==> src/rtl/puf_pkg.sv <==
// Shared types and constants for the ring-oscillator PUF pair sequencer.
package puf_pkg;

  localparam int SEL_W = 4;

  typedef enum logic [2:0] {
    ST_IDLE    = 3'd0,
    ST_SETTLE  = 3'd1,
    ST_COUNT   = 3'd2,
    ST_COMPARE = 3'd3,
    ST_DONE    = 3'd4
  } state_e;

  // RO index for a pair: base challenge plus pair offset, wrapping mod 16.
  function automatic logic [SEL_W-1:0] pair_sel(input logic [SEL_W-1:0] base,
                                                input logic [SEL_W-1:0] offs);
    return base + offs;
  endfunction

endpackage

==> src/rtl/edge_counter.sv <==
// Synchronises one asynchronous RO signal, detects its rising edges and
// counts them into a saturating counter while enabled.
module edge_counter #(
  parameter int CNT_W = 12
) (
  input  logic             clk_i,
  input  logic             rst_i,
  input  logic             sig_i,
  input  logic             clr_i,
  input  logic             en_i,
  output logic [CNT_W-1:0] cnt_o
);

  logic [1:0]       sync_q;
  logic             prev_q;
  logic [CNT_W-1:0] cnt_q;
  logic             rise_d;

  assign rise_d = sync_q[1] & ~prev_q;
  assign cnt_o  = cnt_q;

  // Two-flop synchroniser plus previous-value register for edge detection.
  always_ff @(posedge clk_i) begin
    if (rst_i) begin
      sync_q <= '0;
      prev_q <= 1'b0;
    end else begin
      sync_q <= {sync_q[0], sig_i};
      prev_q <= sync_q[1];
    end
  end

  // Edge count; sticks at all-ones instead of wrapping.
  always_ff @(posedge clk_i) begin
    if (rst_i || clr_i) begin
      cnt_q <= '0;
    end else if (en_i && rise_d && (cnt_q != '1)) begin
      cnt_q <= cnt_q + 1'b1;
    end
  end

endmodule

==> src/rtl/ro_puf_pair_ctrl.sv <==
// RO PUF pair sequencer: walks RESP_BITS RO pairs from the challenge base
// indices, counts edges of both mux outputs per pair, and shifts in one
// comparison bit per pair (first pair ends up in bit 0).
//
// state   | meaning
// IDLE    | waiting for start; response/tie hold last result
// SETTLE  | selects just changed, counters held at zero
// COUNT   | both edge counters enabled for WINDOW cycles
// COMPARE | shift in (cnt_a > cnt_b), accumulate tie, advance pair
// DONE    | one-cycle done pulse, busy released
module ro_puf_pair_ctrl
  import puf_pkg::*;
#(
  parameter int RESP_BITS  = 8,
  parameter int WINDOW     = 64,
  parameter int SETTLE_CYC = 4,
  parameter int CNT_W      = 12
) (
  input  logic                 clk_i,
  input  logic                 rst_i,
  input  logic                 start_i,
  input  logic [SEL_W-1:0]     chal_a_i,
  input  logic [SEL_W-1:0]     chal_b_i,
  input  logic                 mux_a_out_i,
  input  logic                 mux_b_out_i,
  output logic [SEL_W-1:0]     sel_a_o,
  output logic [SEL_W-1:0]     sel_b_o,
  output logic                 busy_o,
  output logic                 done_o,
  output logic [RESP_BITS-1:0] response_o,
  output logic                 tie_o
);

  localparam int TMR_MAX = (WINDOW > SETTLE_CYC) ? WINDOW : SETTLE_CYC;
  localparam int TMR_W   = $clog2(TMR_MAX + 1);
  localparam int KW      = $clog2(RESP_BITS) + 1;

  state_e               state_q;
  logic [TMR_W-1:0]     tmr_q;
  logic [KW-1:0]        k_q;
  logic [SEL_W-1:0]     chal_a_q, chal_b_q;
  logic [SEL_W-1:0]     sel_a_q, sel_b_q;
  logic                 busy_q, done_q, tie_q;
  logic [RESP_BITS-1:0] resp_q;

  logic [CNT_W-1:0]     cnt_a, cnt_b;
  logic                 bit_d, eq_d;
  logic [RESP_BITS-1:0] resp_d;
  logic [SEL_W-1:0]     offs_d;

  edge_counter #(.CNT_W(CNT_W)) u_cnt_a (
    .clk_i (clk_i),
    .rst_i (rst_i),
    .sig_i (mux_a_out_i),
    .clr_i (state_q == ST_SETTLE),
    .en_i  (state_q == ST_COUNT),
    .cnt_o (cnt_a)
  );

  edge_counter #(.CNT_W(CNT_W)) u_cnt_b (
    .clk_i (clk_i),
    .rst_i (rst_i),
    .sig_i (mux_b_out_i),
    .clr_i (state_q == ST_SETTLE),
    .en_i  (state_q == ST_COUNT),
    .cnt_o (cnt_b)
  );

  assign bit_d  = (cnt_a > cnt_b);
  assign eq_d   = (cnt_a == cnt_b);
  // Right shift of {bit, resp} keeps the new bit at the MSB; also valid for RESP_BITS=1.
  assign resp_d = RESP_BITS'({bit_d, resp_q} >> 1);
  assign offs_d = SEL_W'(k_q) + 1'b1;

  // Sequencer: state, window/settle down-counter, pair index and registered outputs.
  always_ff @(posedge clk_i) begin
    if (rst_i) begin
      state_q  <= ST_IDLE;
      tmr_q    <= '0;
      k_q      <= '0;
      chal_a_q <= '0;
      chal_b_q <= '0;
      sel_a_q  <= '0;
      sel_b_q  <= '0;
      busy_q   <= 1'b0;
      done_q   <= 1'b0;
      tie_q    <= 1'b0;
      resp_q   <= '0;
    end else begin
      done_q <= 1'b0;
      case (state_q)
        ST_IDLE: begin
          if (start_i) begin
            chal_a_q <= chal_a_i;
            chal_b_q <= chal_b_i;
            sel_a_q  <= chal_a_i;
            sel_b_q  <= chal_b_i;
            k_q      <= '0;
            resp_q   <= '0;
            tie_q    <= 1'b0;
            busy_q   <= 1'b1;
            tmr_q    <= TMR_W'(SETTLE_CYC - 1);
            state_q  <= ST_SETTLE;
          end
        end
        ST_SETTLE: begin
          if (tmr_q == '0) begin
            tmr_q   <= TMR_W'(WINDOW - 1);
            state_q <= ST_COUNT;
          end else begin
            tmr_q <= tmr_q - 1'b1;
          end
        end
        ST_COUNT: begin
          if (tmr_q == '0) begin
            state_q <= ST_COMPARE;
          end else begin
            tmr_q <= tmr_q - 1'b1;
          end
        end
        ST_COMPARE: begin
          resp_q <= resp_d;
          tie_q  <= tie_q | eq_d;
          if (k_q == KW'(RESP_BITS - 1)) begin
            state_q <= ST_DONE;
          end else begin
            k_q     <= k_q + 1'b1;
            sel_a_q <= pair_sel(chal_a_q, offs_d);
            sel_b_q <= pair_sel(chal_b_q, offs_d);
            tmr_q   <= TMR_W'(SETTLE_CYC - 1);
            state_q <= ST_SETTLE;
          end
        end
        ST_DONE: begin
          done_q  <= 1'b1;
          busy_q  <= 1'b0;
          state_q <= ST_IDLE;
        end
        default: state_q <= ST_IDLE;
      endcase
    end
  end

  assign sel_a_o    = sel_a_q;
  assign sel_b_o    = sel_b_q;
  assign busy_o     = busy_q;
  assign done_o     = done_q;
  assign response_o = resp_q;
  assign tie_o      = tie_q;

endmodule
==> config.mk <==
export PLATFORM = sky130hd
export DESIGN_NAME = ro_puf_pair_ctrl
export DESIGN_NICKNAME = d
export VERILOG_FILES = /design/src/rtl/puf_pkg.sv /design/src/rtl/edge_counter.sv /design/src/rtl/ro_puf_pair_ctrl.sv
export SDC_FILE = /design/constraint.sdc
export NUM_CORES = 1
export LEC_CHECK = 0
export CORE_MARGIN = 2
export CORE_UTILIZATION = 62
export CTS_BUF_LIST = sky130_fd_sc_hd__clkbuf_2 sky130_fd_sc_hd__clkbuf_4 sky130_fd_sc_hd__clkbuf_8
export DETAILED_ROUTE_END_ITERATION = 7
export PLACE_DENSITY = 0.85
export SYNTH_ARGS = -nofsm -noshare
export SYNTH_HDL_FRONTEND = slang
export SYNTH_SLANG_ARGS = --single-unit
==> constraint.sdc <==
create_clock -name clk_i -period 4.6 [get_ports clk_i]
set_clock_uncertainty 0.15 [all_clocks]
set_input_delay 0.46 -clock clk_i [delete_from_list [all_inputs] [get_ports clk_i]]
set_output_delay 0.46 -clock clk_i [all_outputs]
set_load 0.005 [all_outputs]
==> qor.txt, run 1 <==
footprint of the multi-input gates: 2085 um2
hold_buf cts: 0
crit path launch: state_q[0]
Synth warnings: 0
met2 routed WL: 3.927 mm
Lkg Pwr: 1.550 nW
DRC violation count after routing: 0
Gate Count Post-Synth: 431
XOR/XNOR share of the synthesized area: 6.948%
Synth Flop Type: dfxtp_1
I/O Buffers: 31
Post-Route WL: 7.771 mm
Synth area leader: dfxtp_1
Post-synth EDFFs: 0
# Max-Cap Violations: 0
fmax: 353.4 MHz
largest family of logic cells by synthesized area: simple AND/OR/NAND/NOR gates
Crit path max-delay family: compound AO/OA/AOI/OAI gates
initial antenna violation count: 0
Post-CTS Setup Inserts: 0
Worst Path Arrival: 2.92 ns
Cell Area, Synth: 3674 um2
first-pass GRT wire length: 12.67 mm
worst vdd ir: 0.2578 mV
post-synthesis simple-gate area fraction: 25.51%
sequential fraction of the synthesis area: 38.69%
post-DR wirelength/cell: 14.53 um
fin util: 72.68%
DR iter-0 viols: 132
H-tree depth reported by CTS: 3
number of gates resized after cts: 0
crit-path cells: nand2b_1 -> o21ai_1 -> buf_4 -> a211oi_1 -> a31o_2
compound-gate portion of the synthesized area: 15.36%
Root Buffer Master: clkbuf_8
sw frac: 27.95%
min cycle time layout: 2.830 ns
CP max FO: 17
RR Endpoint: u_cnt_a.cnt_o[10]
die area: 6557 um2
final setup fails: 0
fin nets: 493
hold_sp: u_cnt_b.sync_q[0]
RR Startpoint: state_q[0]
layout cells sized above 1: 6.739%
worst r2r path cells: 5
routed via count: 3,156
syn_nets: 469
CTS sink count: 71
Post-Synth Adder-Cell Area: 8.924%
Crit path largest cell delay: 1.00 ns
Die Wd: 80.98 um
clock network fraction of design power: 36.6%
hpwl dp: 5.418 mm
Vias/cell: 5.899
Reg2Reg Setup Slack: 1.77 ns
mux share of post-synthesis cell area: 0%
ys async rst share: 0%
Worst Hold Depth: 1
Fin. Hold Viols: 0
Routed met1 length: 3.393 mm
I/O pin count: 32
register area: 1421 um2
Logic pwr share: 18.2%
GP Congestion: 0.8472
Initial Util: 63.17%
worst skew pair latency: 0.35 ns
synth top area cells: dfxtp_1, ha_1, xnor2_1
worst setup path category: reg -> reg
CTS Buffer Depth: 2
register bit total from synthesis: 71
number of diodes: 0
met3 WL: 280 um
largest net degree at the start of global routing: 46
first-pass iteration count of the detailed router: 5
unrepaired setup endpoints after global routing: false
setup tns final: 0 ns
Setup crit start kind: flip-flop
Die Y: 80.98 um
Inserted Clock Buffers: 9
ANT nets after route: 0
PwrDens: 361.4 nW/um2
# rows: 28
Hold EP: u_cnt_b.sync_q[1]
Worst Path Required: 4.69 ns
Reg clk slew, reported paths: 0.08 ns
gr ovfl total: 0
crit path capture type: flip-flop
vias in the first global route: 2,966
Internal: 1.101 mW
area grow syn2layout: 15.05%
Total Routing Usage GR: 24.89%
Slew Viols, Final: 0
total chip power: 1.528 mW
post-route clock period utilization: 61.51%
Max Used Layer: met4
status: finished, final reports clean
Seq pwr share: 45.2%
buffers plus inverters on the worst setup path: 1
Rel. slew slack: 17.44%
Hold Crit Class: reg -> reg
# fillers: 447
Slowest cell on crit path: o21ai_1
Psw: 0.4270 mW
Distinct cells, synth: 51
Synth top area share: 38.69%
Core Area: 5816 um2
TritonCTS clock tree: built
slew of the pin with the lowest slew margin: 1.230 ns
average footprint of a synthesized cell: 8.523 um2
## synth_stat cells, drive strengths merged, types with 3 or more instances
library cell / instances
nor3b: 6
nand3b: 5
and3: 4
nand4: 7
buf: 7
a21oi: 33
nand2b: 3
nand3: 21
clkbuf: 13
nor2b: 10
a21o: 7
o21ai: 13
nor2: 45
nor4: 13
a211oi: 4
nor3: 16
dfxtp: 71
inv: 20
o211ai: 5
nand2: 46
a311oi: 9
ha: 23
xnor2: 22
## registers in the layout, indices dropped and copies added, names as in the netlist
name / flops
busy_o: 1
chal_a_q: 4
chal_b_q: 4
done_o: 1
k_q: 4
response_o: 8
sel_a_o: 4
sel_b_o: 4
state_q: 3
tie_o: 1
tmr_q: 7
u_cnt_a.cnt_o: 12
u_cnt_a.prev_q: 1
u_cnt_a.sync_q: 2
u_cnt_b.cnt_o: 12
u_cnt_b.prev_q: 1
u_cnt_b.sync_q: 2
## metrics by stage
step / cell area [um2] / cells / setup slack, ns / hold WS (ns)
global placement: 4000 / 519 / 1.594 / 0.2706
CTS: 4227 / 535 / 1.792 / 0.3053
detailed placement: 4000 / 519 / 1.528 / 0.2755
global route: 4227 / 535 / 1.572 / 0.3117
floorplan: 3674 / 431 / 2.599 / 0.2638
finish: 4227 / 535 / 1.770 / 0.3047
## routing by layer
| metal | GRT usage, % | vias up |
|---|---|---|
| met3 | 6.111 | 19 |
| met1 | 27.76 | 1496 |
| met4 | 10.17 | 0 |
| met2 | 45.12 | 67 |
| li1 | - | 1574 |
| met5 | 0 | - |
## worst max path at each step
stage / depth (start not counted) / endpoint / slack (ns)
floorplan: 7 / sel_a_o[3] / 2.60
global placement: 7 / u_cnt_a.cnt_o[10] / 1.59
detailed placement: 7 / u_cnt_a.cnt_o[10] / 1.53
CTS: 5 / u_cnt_a.cnt_o[10] / 1.79
global route: 5 / u_cnt_a.cnt_o[10] / 1.57
finish: 5 / u_cnt_a.cnt_o[10] / 1.77
## placed cells by master (no fill, tap or decap), types with 2 or more instances in the layout
cell type         n
o211ai_1          5
and3_1            4
nor3b_2           2
nor3b_1           3
inv_1            20
fa_1              2
nand3_1          21
clkdlybuf4s50_1  31
a21oi_1          33
nand3b_1          4
a211oi_1          4
bufinv_16         2
clkbuf_8         10
nor4_2            2
nand4_1           7
dfxtp_1          71
nand2b_1          3
a221oi_1          2
xnor3_1           2
nor3_1           13
o211a_1           2
o21a_1            2
a31oi_1           2
xor2_1            2
nor3_2            3
xnor2_1          22
nor2_1           45
buf_4             2
nor4_1           11
nand2_1          46
o21ai_0          12
a21o_1            7
or2_2             2
a311oi_1          9
nor2b_1          10
ha_1             23
## power by group through the flow
stage	combinational, mW	clock, mW	sequential, mW
2_1_floorplan	0.209	0	0.688
4_1_cts	0.277	0.568	0.690
6_report	0.278	0.560	0.690
3_5_place_dp	0.274	0	0.704
5_1_grt	0.308	0.597	0.696
3_3_place_gp	0.267	0	0.702
## cells by family (layout without fill, tap and decap cells)
logic type      Yosys count  in the layout
compound gates           87             87
buf+inv                  40             69
simple gates            182            182
xor+xnor                 26             26
flops                    71             71
fa+ha+maj                25             25
## cell type report
type,count,area share [%]
multi-input combinational,320,49.32
clock buffer,11,3.434
sequential,71,33.63
inverter,20,1.776
timing repair buffer,33,7.697
tap,75,2.220
clock inverter,5,1.924
Power figures use the tool's default switching activity.
==> run 2, diff against run 1 <==
--- a/config.mk
+++ b/config.mk
@@ -6,10 +6,10 @@
 export NUM_CORES = 1
 export LEC_CHECK = 0
 export CORE_MARGIN = 2
-export CORE_UTILIZATION = 62
+export CORE_UTILIZATION = 60
 export CTS_BUF_LIST = sky130_fd_sc_hd__clkbuf_2 sky130_fd_sc_hd__clkbuf_4 sky130_fd_sc_hd__clkbuf_8
 export DETAILED_ROUTE_END_ITERATION = 7
-export PLACE_DENSITY = 0.85
+export PLACE_DENSITY = 0.82
 export SYNTH_ARGS = -nofsm -noshare
 export SYNTH_HDL_FRONTEND = slang
 export SYNTH_SLANG_ARGS = --single-unit
==> constraint.sdc (replaced) <==
create_clock -name clk_i -period 2.8 [get_ports clk_i]
set_clock_uncertainty 0.15 [all_clocks]
set_input_delay 0.28 -clock clk_i [delete_from_list [all_inputs] [get_ports clk_i]]
set_output_delay 0.28 -clock clk_i [all_outputs]
set_load 0.005 [all_outputs]
==> qor.txt, run 2 (synthesis gave the netlist of run 1 again) <==
status: finished, final reports clean
CTS sink count: 71
Inst Count DP: 522
fin nets: 496
fmax: 445.5 MHz
vias in the first global route: 2,912
CP dominant cell by count: ha_1
register area: 1421 um2
unrepaired setup endpoints after global routing: false
Worst Path Required: 2.94 ns
worst r2r path cells: 7
layout cells sized above 1: 7.343%
hpwl dp: 5.336 mm
gr ovfl total: 0
crit path capture type: flip-flop
RR Startpoint: k_q[0]
Hold EP: u_cnt_b.sync_q[1]
Placement Cell Area: 4023 um2
Slew Viols, Final: 0
ANT nets after route: 0
Reg2Reg Setup Slack: 0.56 ns
crit path launch: k_q[0]
hold_buf cts: 0
H-tree depth reported by CTS: 3
Post-CTS Setup Inserts: 0
Total Routing Usage GR: 24.37%
Inserted Clock Buffers: 9
total chip power: 2.410 mW
Finished Cell Area: 4220 um2
GP Congestion: 0.8663
worst vdd ir: 0.4198 mV
Internal: 1.708 mW
first-pass iteration count of the detailed router: 4
Reg clk slew, reported paths: 0.07 ns
Hold Crit Class: reg -> reg
RR Endpoint: sel_b_o[3]
Die Wd: 82.25 um
Fin. Hold Viols: 0
Seq pwr share: 47.0%
post-route clock period utilization: 80.16%
Psw: 0.7020 mW
worst skew pair latency: 0.35 ns
slew of the pin with the lowest slew margin: 0.6930 ns
Core Area: 5921 um2
I/O pin count: 32
initial antenna violation count: 0
Crit path largest cell delay: 0.39 ns
area grow syn2layout: 14.88%
CP max FO: 5
Initial Util: 62.05%
Post-Route WL: 7.591 mm
Logic pwr share: 19.3%
Setup crit start kind: flip-flop
pre-CTS setup slack: 0.5297 ns
Root Buffer Master: clkbuf_8
commonest non-fill, non-tap cell in the layout: dfxtp_1
TritonCTS clock tree: built
final worst setup slack: 0.5555 ns
DRC violation count after routing: 0
Vias/cell: 5.777
setup tns final: 0 ns
Slowest cell on crit path: dfxtp_1
most frequent cells in the layout: dfxtp_1, nand2_1, nor2_1
Worst Path Arrival: 2.38 ns
min cycle time layout: 2.244 ns
worst setup path category: reg -> reg
Die Y: 82.25 um
footprint of the multi-input gates: 2085 um2
die area: 6764 um2
post-route insts no fill: 538
crit-path cells: ha_1 -> xor2_1 -> ha_1 -> a21oi_1 -> xnor3_1 -> o211ai_1 -> o211a_1
sw frac: 29.13%
post-DR wirelength/cell: 14.11 um
number of gates resized after cts: 0
# rows: 28
final setup fails: 0
number of diodes: 0
CTS Buffer Depth: 2
routed via count: 3,108
largest net degree at the start of global routing: 45
first-pass GRT wire length: 12.72 mm
Lkg Pwr: 1.549 nW
I/O Buffers: 31
Rel. slew slack: 53.71%
clock network fraction of design power: 33.7%
DR iter-0 viols: 133
hold_sp: u_cnt_b.sync_q[0]
# Max-Cap Violations: 0
# fillers: 491
PwrDens: 571.1 nW/um2
Worst Hold Depth: 1
[run 2: worst max-delay path by stage]
stage	end	slack, ns	depth (start not counted)
detailed placement	chal_a_q[1]	0.53	5
floorplan	sel_a_o[3]	0.80	7
global placement	chal_b_q[1]	0.57	5
CTS	sel_b_o[3]	0.55	7
finish	sel_b_o[3]	0.56	7
global route	u_cnt_b.cnt_o[10]	0.41	5
[run 2: power groups by stage]
stage | Combinational, mW | Sequential (mW) | Clock [mW]
detailed placement | 0.461 | 1.15 | 0
floorplan | 0.343 | 1.13 | 0
finish | 0.465 | 1.13 | 0.812
CTS | 0.466 | 1.13 | 0.830
global placement | 0.452 | 1.15 | 0
global route | 0.523 | 1.14 | 0.866
[run 2: layer usage]
layer  up-vias  track usage (%)  wire (um)
met4         0            11.33        115
met3         9            4.239        235
met5         -                0          0
met2        49            41.77       3873
li1       1589                -          -
met1      1461            29.60       3367
[run 2: stage by stage]
step / utilization [%] / hold WS, ns
after floorplan: - / 0.2582
after global placement: 67.94 / 0.2773
after detailed placement: 67.94 / 0.2704
after CTS: 71.28 / 0.2903
after global routing: 71.28 / 0.3257
final: 71.28 / 0.2916
[run 2: final cells by class]
type / count / share of cell area (%)
Clock buffer: 10 / 3.261
Multi-Input combinational cell: 320 / 49.39
Timing Repair Buffer: 36 / 8.242
Inverter: 20 / 1.779
Clock inverter: 6 / 1.423
Sequential cell: 71 / 33.68
Tap cell: 75 / 2.224
[run 2: worst max-delay path: cells and delay by family (launching register included)]
family / cells / cell delay (ns)
AOI/OAI and AO/OA: 3 / 0.57
DFF: 1 / 0.39
xor gates and xnor gates: 2 / 0.48
adders and majority gates: 2 / 0.59
